`src/rtl/if_id_fetch_stage_pkg.sv`:
```
// Shared definitions for the fetch stage: predictor counter encoding, NOP and reset PC.
package if_id_fetch_stage_pkg;

  typedef enum logic [1:0] {
    SNT = 2'b00,
    WNT = 2'b01,
    WT  = 2'b10,
    ST  = 2'b11
  } bht_ctr_e;

  localparam logic [31:0] NOP_INST     = 32'h0;
  localparam int unsigned RESET_PC_DEF = 0;

  // Two-bit saturating counter step toward the resolved outcome.
  function automatic bht_ctr_e ctr_update(bht_ctr_e cur, logic taken);
    logic [1:0] v;
    v = cur;
    if (taken) begin
      if (v != 2'b11) v = v + 2'd1;
    end else begin
      if (v != 2'b00) v = v - 2'd1;
    end
    return bht_ctr_e'(v);
  endfunction

endpackage

```
`src/rtl/if_id_fetch_stage_if.sv`:
```
// Bus between the fetch stage and its neighbours: hazard/EX control in, imem and IF/ID out.
interface if_id_fetch_stage_if #(
  parameter int PC_W = 32
);
  logic            STALL;
  logic            FLUSH;
  logic            EX_redirect;
  logic [PC_W-1:0] EX_PFC;
  logic            EX_upd_valid;
  logic [PC_W-1:0] EX_upd_PC;
  logic            EX_upd_taken;
  logic [PC_W-1:0] EX_upd_target;
  logic [PC_W-1:0] IF_PC;
  logic [31:0]     IF_inst;
  logic [31:0]     ID_inst;
  logic [PC_W-1:0] ID_PC;
  logic            ID_predicted;
  logic [PC_W-1:0] ID_PFC;

  modport master (
    output STALL, FLUSH, EX_redirect, EX_PFC,
    output EX_upd_valid, EX_upd_PC, EX_upd_taken, EX_upd_target,
    output IF_inst,
    input  IF_PC, ID_inst, ID_PC, ID_predicted, ID_PFC
  );

  modport slave (
    input  STALL, FLUSH, EX_redirect, EX_PFC,
    input  EX_upd_valid, EX_upd_PC, EX_upd_taken, EX_upd_target,
    input  IF_inst,
    output IF_PC, ID_inst, ID_PC, ID_predicted, ID_PFC
  );
endinterface

```
`src/rtl/if_id_fetch_stage_branch_predictor_table.sv`:
```
// Direct-mapped 2-bit BHT plus BTB: combinational lookup port, single registered update port.
module if_id_fetch_stage_branch_predictor_table
  import if_id_fetch_stage_pkg::*;
#(
  parameter int PC_W  = 32,
  parameter int IDX_W = 4
) (
  input  logic            clk,
  input  logic            rst,
  input  logic [PC_W-1:0] lookup_pc,
  output logic            pred_taken,
  output logic [PC_W-1:0] pred_target,
  input  logic            upd_valid,
  input  logic [PC_W-1:0] upd_pc,
  input  logic            upd_taken,
  input  logic [PC_W-1:0] upd_target
);

  localparam int ENTRIES = 2 ** IDX_W;
  localparam int TAG_W   = PC_W - IDX_W;

  bht_ctr_e          bht        [ENTRIES];
  logic [ENTRIES-1:0] btb_valid;
  logic [TAG_W-1:0]  btb_tag    [ENTRIES];
  logic [PC_W-1:0]   btb_target [ENTRIES];

  logic [IDX_W-1:0] lk_idx;
  logic [TAG_W-1:0] lk_tag;
  logic [IDX_W-1:0] up_idx;
  logic [TAG_W-1:0] up_tag;
  bht_ctr_e         lk_ctr;

  assign lk_idx = lookup_pc[IDX_W-1:0];
  assign lk_tag = lookup_pc[PC_W-1:IDX_W];
  assign up_idx = upd_pc[IDX_W-1:0];
  assign up_tag = upd_pc[PC_W-1:IDX_W];
  assign lk_ctr = bht[lk_idx];

  // Lookup reads the registered arrays, so a same-cycle update is not bypassed.
  assign pred_taken  = btb_valid[lk_idx] && (btb_tag[lk_idx] == lk_tag) && lk_ctr[1];
  assign pred_target = btb_target[lk_idx];

  always_ff @(posedge clk or posedge rst) begin
    if (rst) begin
      btb_valid <= '0;
      for (int i = 0; i < ENTRIES; i++) begin
        bht[i]        <= WNT;
        btb_tag[i]    <= '0;
        btb_target[i] <= '0;
      end
    end else if (upd_valid) begin
      bht[up_idx] <= ctr_update(bht[up_idx], upd_taken);
      if (upd_taken) begin
        btb_valid[up_idx]  <= 1'b1;
        btb_tag[up_idx]    <= up_tag;
        btb_target[up_idx] <= upd_target;
      end
    end
  end

endmodule

```
`src/rtl/if_id_fetch_stage.sv`:
```
// Fetch stage: PC register, next-PC selection with dynamic prediction, IF/ID pipeline register.
module if_id_fetch_stage
  import if_id_fetch_stage_pkg::*;
#(
  parameter int              PC_W     = 32,
  parameter int              IDX_W    = 4,
  parameter int              PC_INC   = 1,
  parameter logic [PC_W-1:0] RESET_PC = PC_W'(RESET_PC_DEF)
) (
  input  logic clk,
  input  logic rst,
  if_id_fetch_stage_if.slave bus
);

  logic [PC_W-1:0] pc_q;
  logic [PC_W-1:0] pc_d;
  logic [PC_W-1:0] pnext;
  logic [PC_W-1:0] pred_target;
  logic            pred_taken;

  logic [31:0]     id_inst_q;
  logic [PC_W-1:0] id_pc_q;
  logic            id_pred_q;
  logic [PC_W-1:0] id_pfc_q;

  if_id_fetch_stage_branch_predictor_table #(
    .PC_W  (PC_W),
    .IDX_W (IDX_W)
  ) u_bpt (
    .clk         (clk),
    .rst         (rst),
    .lookup_pc   (pc_q),
    .pred_taken  (pred_taken),
    .pred_target (pred_target),
    .upd_valid   (bus.EX_upd_valid),
    .upd_pc      (bus.EX_upd_PC),
    .upd_taken   (bus.EX_upd_taken),
    .upd_target  (bus.EX_upd_target)
  );

  assign pnext = pred_taken ? pred_target : pc_q + PC_W'(PC_INC);

  // A redirect from EX overrides a stall request from the hazard unit.
  always_comb begin
    pc_d = pnext;
    if (bus.EX_redirect) begin
      pc_d = bus.EX_PFC;
    end else if (bus.STALL) begin
      pc_d = pc_q;
    end
  end

  always_ff @(posedge clk or posedge rst) begin
    if (rst) begin
      pc_q <= RESET_PC;
    end else begin
      pc_q <= pc_d;
    end
  end

  always_ff @(posedge clk or posedge rst) begin
    if (rst) begin
      id_inst_q <= NOP_INST;
      id_pc_q   <= '0;
      id_pred_q <= 1'b0;
      id_pfc_q  <= '0;
    end else if (bus.FLUSH || bus.EX_redirect) begin
      id_inst_q <= NOP_INST;
      id_pc_q   <= '0;
      id_pred_q <= 1'b0;
      id_pfc_q  <= '0;
    end else if (!bus.STALL) begin
      id_inst_q <= bus.IF_inst;
      id_pc_q   <= pc_q;
      id_pred_q <= pred_taken;
      id_pfc_q  <= pnext;
    end
  end

  assign bus.IF_PC        = pc_q;
  assign bus.ID_inst      = id_inst_q;
  assign bus.ID_PC        = id_pc_q;
  assign bus.ID_predicted = id_pred_q;
  assign bus.ID_PFC       = id_pfc_q;

endmodule

```
`src/flat_wrapper.sv`:
```
// flat-port wrapper written by rule: the top's interface ports become plain ports
module if_id_fetch_stage_flat import if_id_fetch_stage_pkg::*;
#(
  parameter int              PC_W     = 32,
  parameter int              IDX_W    = 4,
  parameter int              PC_INC   = 1,
  parameter logic [PC_W-1:0] RESET_PC = PC_W'(RESET_PC_DEF)
)
  (clk, rst, bus_STALL, bus_FLUSH, bus_EX_redirect, bus_EX_PFC, bus_EX_upd_valid, bus_EX_upd_PC, bus_EX_upd_taken, bus_EX_upd_target, bus_IF_inst, bus_IF_PC, bus_ID_inst, bus_ID_PC, bus_ID_predicted, bus_ID_PFC);
  if_id_fetch_stage_if #(.PC_W(PC_W)) bus_i ();
  input  logic clk;
  input  logic rst;
  input wire logic [$bits(bus_i.STALL)-1:0] bus_STALL;
  input wire logic [$bits(bus_i.FLUSH)-1:0] bus_FLUSH;
  input wire logic [$bits(bus_i.EX_redirect)-1:0] bus_EX_redirect;
  input wire logic [$bits(bus_i.EX_PFC)-1:0] bus_EX_PFC;
  input wire logic [$bits(bus_i.EX_upd_valid)-1:0] bus_EX_upd_valid;
  input wire logic [$bits(bus_i.EX_upd_PC)-1:0] bus_EX_upd_PC;
  input wire logic [$bits(bus_i.EX_upd_taken)-1:0] bus_EX_upd_taken;
  input wire logic [$bits(bus_i.EX_upd_target)-1:0] bus_EX_upd_target;
  input wire logic [$bits(bus_i.IF_inst)-1:0] bus_IF_inst;
  output wire logic [$bits(bus_i.IF_PC)-1:0] bus_IF_PC;
  output wire logic [$bits(bus_i.ID_inst)-1:0] bus_ID_inst;
  output wire logic [$bits(bus_i.ID_PC)-1:0] bus_ID_PC;
  output wire logic [$bits(bus_i.ID_predicted)-1:0] bus_ID_predicted;
  output wire logic [$bits(bus_i.ID_PFC)-1:0] bus_ID_PFC;
  assign bus_i.STALL = bus_STALL;
  assign bus_i.FLUSH = bus_FLUSH;
  assign bus_i.EX_redirect = bus_EX_redirect;
  assign bus_i.EX_PFC = bus_EX_PFC;
  assign bus_i.EX_upd_valid = bus_EX_upd_valid;
  assign bus_i.EX_upd_PC = bus_EX_upd_PC;
  assign bus_i.EX_upd_taken = bus_EX_upd_taken;
  assign bus_i.EX_upd_target = bus_EX_upd_target;
  assign bus_i.IF_inst = bus_IF_inst;
  assign bus_IF_PC = bus_i.IF_PC;
  assign bus_ID_inst = bus_i.ID_inst;
  assign bus_ID_PC = bus_i.ID_PC;
  assign bus_ID_predicted = bus_i.ID_predicted;
  assign bus_ID_PFC = bus_i.ID_PFC;
  if_id_fetch_stage #(.PC_W(PC_W), .IDX_W(IDX_W), .PC_INC(PC_INC), .RESET_PC(RESET_PC)) u_core (.clk(clk), .rst(rst), .bus(bus_i));
endmodule
```
`config.mk`:
```
export PLATFORM = sky130hd
export DESIGN_NAME = if_id_fetch_stage_flat
export DESIGN_NICKNAME = d
export VERILOG_FILES = /design/src/rtl/if_id_fetch_stage_pkg.sv /design/src/rtl/if_id_fetch_stage_if.sv /design/src/rtl/if_id_fetch_stage_branch_predictor_table.sv /design/src/rtl/if_id_fetch_stage.sv /design/src/flat_wrapper.sv
export SDC_FILE = /design/constraint.sdc
export NUM_CORES = 2
export LEC_CHECK = 0
export ABC_AREA = 1
export BUFFER_PORTS_ARGS = -buffer_cell sky130_fd_sc_hd__buf_2
export CORE_MARGIN = 2
export CORE_UTILIZATION = 45
export CTS_BUF_LIST = sky130_fd_sc_hd__clkbuf_4 sky130_fd_sc_hd__clkbuf_8 sky130_fd_sc_hd__clkbuf_16
export CTS_CLUSTER_DIAMETER = 80
export CTS_CLUSTER_SIZE = 25
export DETAILED_ROUTE_END_ITERATION = 8
export HOLD_SLACK_MARGIN = 0.05
export PLACE_DENSITY = 0.6
export REMOVE_ABC_BUFFERS = 1
export SLEW_MARGIN = 20
export SYNTH_ARGS = -nofsm -noshare
export SYNTH_HDL_FRONTEND = slang
export SYNTH_HIERARCHICAL = 1
export SYNTH_SLANG_ARGS = --single-unit
```
`constraint.sdc`:
```
create_clock -name clk -period 79.5 [get_ports clk]
set_input_delay 7.95 -clock clk [delete_from_list [all_inputs] [get_ports clk]]
set_output_delay 7.95 -clock clk [all_outputs]
set_load 0.01 [all_outputs]
```
# Yosys cells after proc, flatten, opt, wreduce, memory -nomap -nowiden
# Cells that the tools add are included.
# word_totals
register_bits	1137
out_inout_bits	129
# op_classes
muxes	39
addsub	3
n_reduce_logical	7
magnitude_cmp	6
n_bitwise	3
n_eq_ne	4
# op_table
cell	count
$bwmux 512	1
$bwmux 448	1
$mux 32	11
$bmux 32 s4	1
$demux 32 s4	1
$bmux 28 s4	1
$demux 28 s4	1
$mux 28	3
$add 32x1->32 const B	1
$bwmux 32	1
$eq 28x28->1	1
$mux 2	9
$bmux 2 s4	2
$or 16x16->16	1
$ge 5x5->1 const B	2
$lt 4x5->1 const B	2
$not 4->5	2
$demux 2 s4	1
$lt 5x1->1 const B	1
$bmux 1 s4	1
$demux 1 s4	1
$ge 4x1->1 const B	1
$logic_and 1x1->1	4
$mux 1	4
7 further kinds	8

# Depth between registers and ports, before layout
# depth
depth_word	10
depth_mapped	23
mapped_depth_nobuf	19

# Hierarchy
# The synthesis kept the hierarchy.
# by_module_without_submodules
module	seq_area_each_um2	cells_per_inst	instances	area_per_inst_um2
if_id_fetch_stage_branch_predictor_table	25244.2	5702	1	45961.6
if_id_fetch_stage	3228.1	736	1	6204.7

# Worst setup path before layout
# No wires, ideal clock.
# synth_timing
kind	input port to flip-flop
startpoint	input bus_EX_upd_valid
endpoint	register u_core/u_bpt/btb_tag[244] (netlist name)
arrival_ns	9.198
path_buffers	3
slack_ns	70.168
setup_time_ns	0.134
required_time_ns	79.366
path_stages	8
path_cell_list	clkbuf_1 > nand2_1 > nor2_1 > nand2_1 > clkbuf_1 > clkbuf_1 > nand2_1 > o21ai_0
# synth_between
elab_chain_len	1
# synth_rtl
item	line	source
start, declared	flat_wrapper.sv:17	input wire logic [$bits(bus_i.EX_upd_valid)-1:0] bus_EX_upd_valid;
$reduce_and 2->1 (no source line)	n/a	
end signal, assigned by index	if_id_fetch_stage_branch_predictor_table.sv:55	btb_tag[up_idx] <= up_tag;
end, declared	if_id_fetch_stage_branch_predictor_table.sv:24	logic [TAG_W-1:0] btb_tag [ENTRIES];
# Every way passes these cells.
# A chain may end at the register's enable or synchronous reset.

==> qor.csv <==
stage,metric,value,unit
critical_path,r2r setup slk,73.83,ns
clock_tree,worst skew pair latency,0.71,ns
pwr,share of power burned in registers,54.2,%
clock_tree,post_cts resized,0,
critical_path,Worst Path Arrival,11.23,ns
global_routing,global route overflow,0,
clock_tree,deepest clock path buffer count,3,
critical_path,Worst Setup Start Kind,input pin,
global_routing,Tot GR Track Use,28.9,%
timing,setup repair after global routing missed its margin,false,
clock_tree,CTS tree,built,
timing,Max-slew headroom,26.2,%
synthesis,YS warnings,6,
timing,crit share post-route,13.2,%
run,Max Cap Viol,0,
synthesis,"Seq/Total Area, Yosys",54.6,%
pwr,static leakage,27.1,nW
timing,setup violators final,0,
clock_tree,CTS H-tree lvls,2,
layout,"commonest cells after routing, fill and taps aside","nand2_1 (1934), o21ai_0 (1235), dfrtp_1 (1117)",
pwr,Clock power frac,26.1,%
timing,Hold Fails Final Rpt,0,
floorplan,Die ar.,0.119,mm2
place,DP Worst Slack,68.08,ns
clock_tree,Post-CTS Setup Bufs,0,
critical_path,worst-path maximum fanout,134,
global_routing,first-pass GRT wire length,261,mm
hold_path,worst hold path class,reg -> reg,
synthesis,number of synthesized register bits,1137,
pwr,Int Power,0.000922,W
synthesis,"Avg Cell Area, Syn",8.10,um2
pwr,Switching Fraction,32.1,%
place,PortBufs,263,
timing,min Tclk post-route,10.49,ns
timing,slew at the pin closest to its max-slew limit,1.11,ns
synthesis,Cell variety after synth,41,
timing,skew final,0.0416,ns
pwr,Comb power frac,19.7,%
global_routing,vias in the first global route,41025,
clock_tree,Num CTS Buffers,56,
clock_tree,CTS root buf,clkbuf_16,
pwr,P per Cell Area,24.3,mW/mm2
drt,1st-iter DRT viols,4896,
clock_tree,CTS Sinks,1137,
synthesis,Syn Std Cell Area,0.0522,mm2
place,HPWL after DPL,99.7,mm
drt,vias,44179,
layout,"most common cell after layout, fill and taps aside",nand2_1,
drt,Detailed Routing Iterations Pass 1,6,
timing,min setup slack post-route,69.01,ns
critical_path,CP endpoint kind,asynchronous set/reset pin,
synthesis,Post-synth ARST share,100,%
synthesis,top_reg_cell synth,dfrtp_1,
drt,Post-DRT Antenna Nets,0,
status,status,finished clean,
place,routability cong.,0.880,
pwr,Sw Pwr,0.000435,W
layout,layout cells sized above 1,8.20,%
timing,max-slew violations,0,
floorplan,num rows,124,
drt,Routed WL per cell,22.0,um
clock_tree,CTS Hold Bufs,0,
drt,DR vias/cell,5.62,
global_routing,pin count of the biggest net entering global routing,197,
critical_path,Crit Path Class,in -> async,
synthesis,Syn Inst Count,6438,
layout,fin nets,6446,
clock_tree,Clock Pin Slew Worst Setup and Hold Paths,0.09,ns
critical_path,"Data required, critical path",80.24,ns
timing,Max Freq,95.3,MHz
floorplan,core area,0.115,mm2
global_routing,antenna violations before repair,10,
timing,TNS Setup,0,ns
drt,drt drc,0,
floorplan,# IOs,264,
floorplan,DIE HEIGHT,344,um
synthesis,number of flops mapped to enable cells by yosys,0,
pwr,VDD IR-drop max,18.2,uV
layout,Layout area overhead,7.05,%
floorplan,die width,344,um
floorplan,Initial Util,45.5,%
drt,drt total wl,173,mm
## metal layers
metal / GRT usage [%] / up-vias / routed length, um
li1: - / 20753 / -
met1: 42.6 / 21632 / 78000
met2: 42.9 / 1549 / 74500
met3: 5.48 / 239 / 14200
met4: 9.72 / 6 / 5910
met5: 0 / - / 31
## metrics by stage
step           utilization [%]  area, um2  total power, W  hold WS (ns)  cells
2_1_floorplan                -      50100        0.000927         0.434   5929
4_1_cts                   48.6      55800         0.00136         0.474   7853
3_5_place_dp              47.0      53900         0.00101         0.450   7761
3_3_place_gp              47.0      53900         0.00100         0.446   7761
6_report                  48.7      55800         0.00136         0.470   7859
5_1_grt                   48.7      55800         0.00144         0.485   7856
## worst max-delay path: stages
cell   delay (ns)
buf_2        0.16
inv_8        0.61
buf_4        0.83
buf_4        0.75
buf_4        0.77
## flip-flops by register name, summed over array words and instances, names as in the netlist
register and count:
u_core/u_bpt/btb_target 512, u_core/u_bpt/btb_valid 16, u_core/bus.ID_PC 32, u_core/u_bpt/btb_tag 448
u_core/bus.ID_predicted 1, u_core/bus.ID_PFC 32, u_core/bus.ID_inst 32, u_core/bus.IF_PC 32
u_core/u_bpt/bht 32
## Yosys cell counts (12+ instances only)
cell / count / area, um2
dfstp_2: 16 / 420
buf_2: 104 / 521
inv_1: 315 / 1180
a22oi_1: 16 / 120
nor2_1: 458 / 1720
inv_2: 12 / 45.0
nand2_1: 1950 / 7320
o211ai_1: 73 / 548
buf_4: 14 / 105
o221ai_1: 93 / 815
clkbuf_1: 357 / 1340
o22ai_1: 37 / 231
o21ai_0: 1235 / 6180
nor2_4: 12 / 135
nand3_1: 387 / 1940
dfrtp_1: 1121 / 28100
a21oi_1: 27 / 135
a22o_1: 34 / 298
o21ai_1: 83 / 415
buf_1: 31 / 116
## power by group through the flow
stage	Sequential (W)	Clock [W]	Combinational, W
after floorplan	0.000741	0	0.000186
after global placement	0.000742	0	0.000261
after detailed placement	0.000745	0	0.000266
after CTS	0.000734	0.000362	0.000267
after global routing	0.000747	0.000382	0.000307
final	0.000735	0.000354	0.000268
## path summary, 6_finish.rpt
check / depth (start not counted) / to / start
worst min register to register: 2 / u_core/u_bpt/bht[20]$_DFFE_PP1P_ / u_core/u_bpt/bht[20]$_DFFE_PP1P_
worst max register to register: 21 / u_core/bus.IF_PC[6]$_DFFE_PP0P_ / u_core/bus.IF_PC[1]$_DFFE_PP0P_
worst min-delay path: 2 / u_core/u_bpt/bht[20]$_DFFE_PP1P_ / u_core/u_bpt/bht[20]$_DFFE_PP1P_
worst max-delay path: 5 / u_core/u_bpt/btb_tag[20]$_DFFE_PP0P_ / rst
max in group clk: 6 / u_core/bus.ID_PC[3]$_DFFE_PP0P_ / bus_EX_redirect
min in group asynchronous: 2 / u_core/bus.ID_inst[12]$_DFFE_PP0P_ / rst
## cell families (layout without fill, tap and decap cells)
kind of cell             Yosys count  in the layout  synth area share, %
AND/OR/NAND/NOR                 2849           2849                 22.0
AO/OA/AOI/OAI                   1609           1609                 16.9
flip-flops                      1137           1137                 54.6
buffers and inverters            839            745                 6.44
XOR/XNOR                           3              3               0.0504
adder cells (fa/ha/maj)            1              1               0.0240
other                              0              3                    0
## layout make-up
class | instances | area (um2)
fillers | 11298 | 58800
flip-flops and latches | 1137 | 28500
multi-input cells | 4462 | 20500
repair buffers | 323 | 1910
well taps | 1512 | 1890
clock buffers | 71 | 1560
inverters | 330 | 1280
clock inverters | 21 | 265
diodes | 3 | 7.51
(Power assumes the default switching activity.)
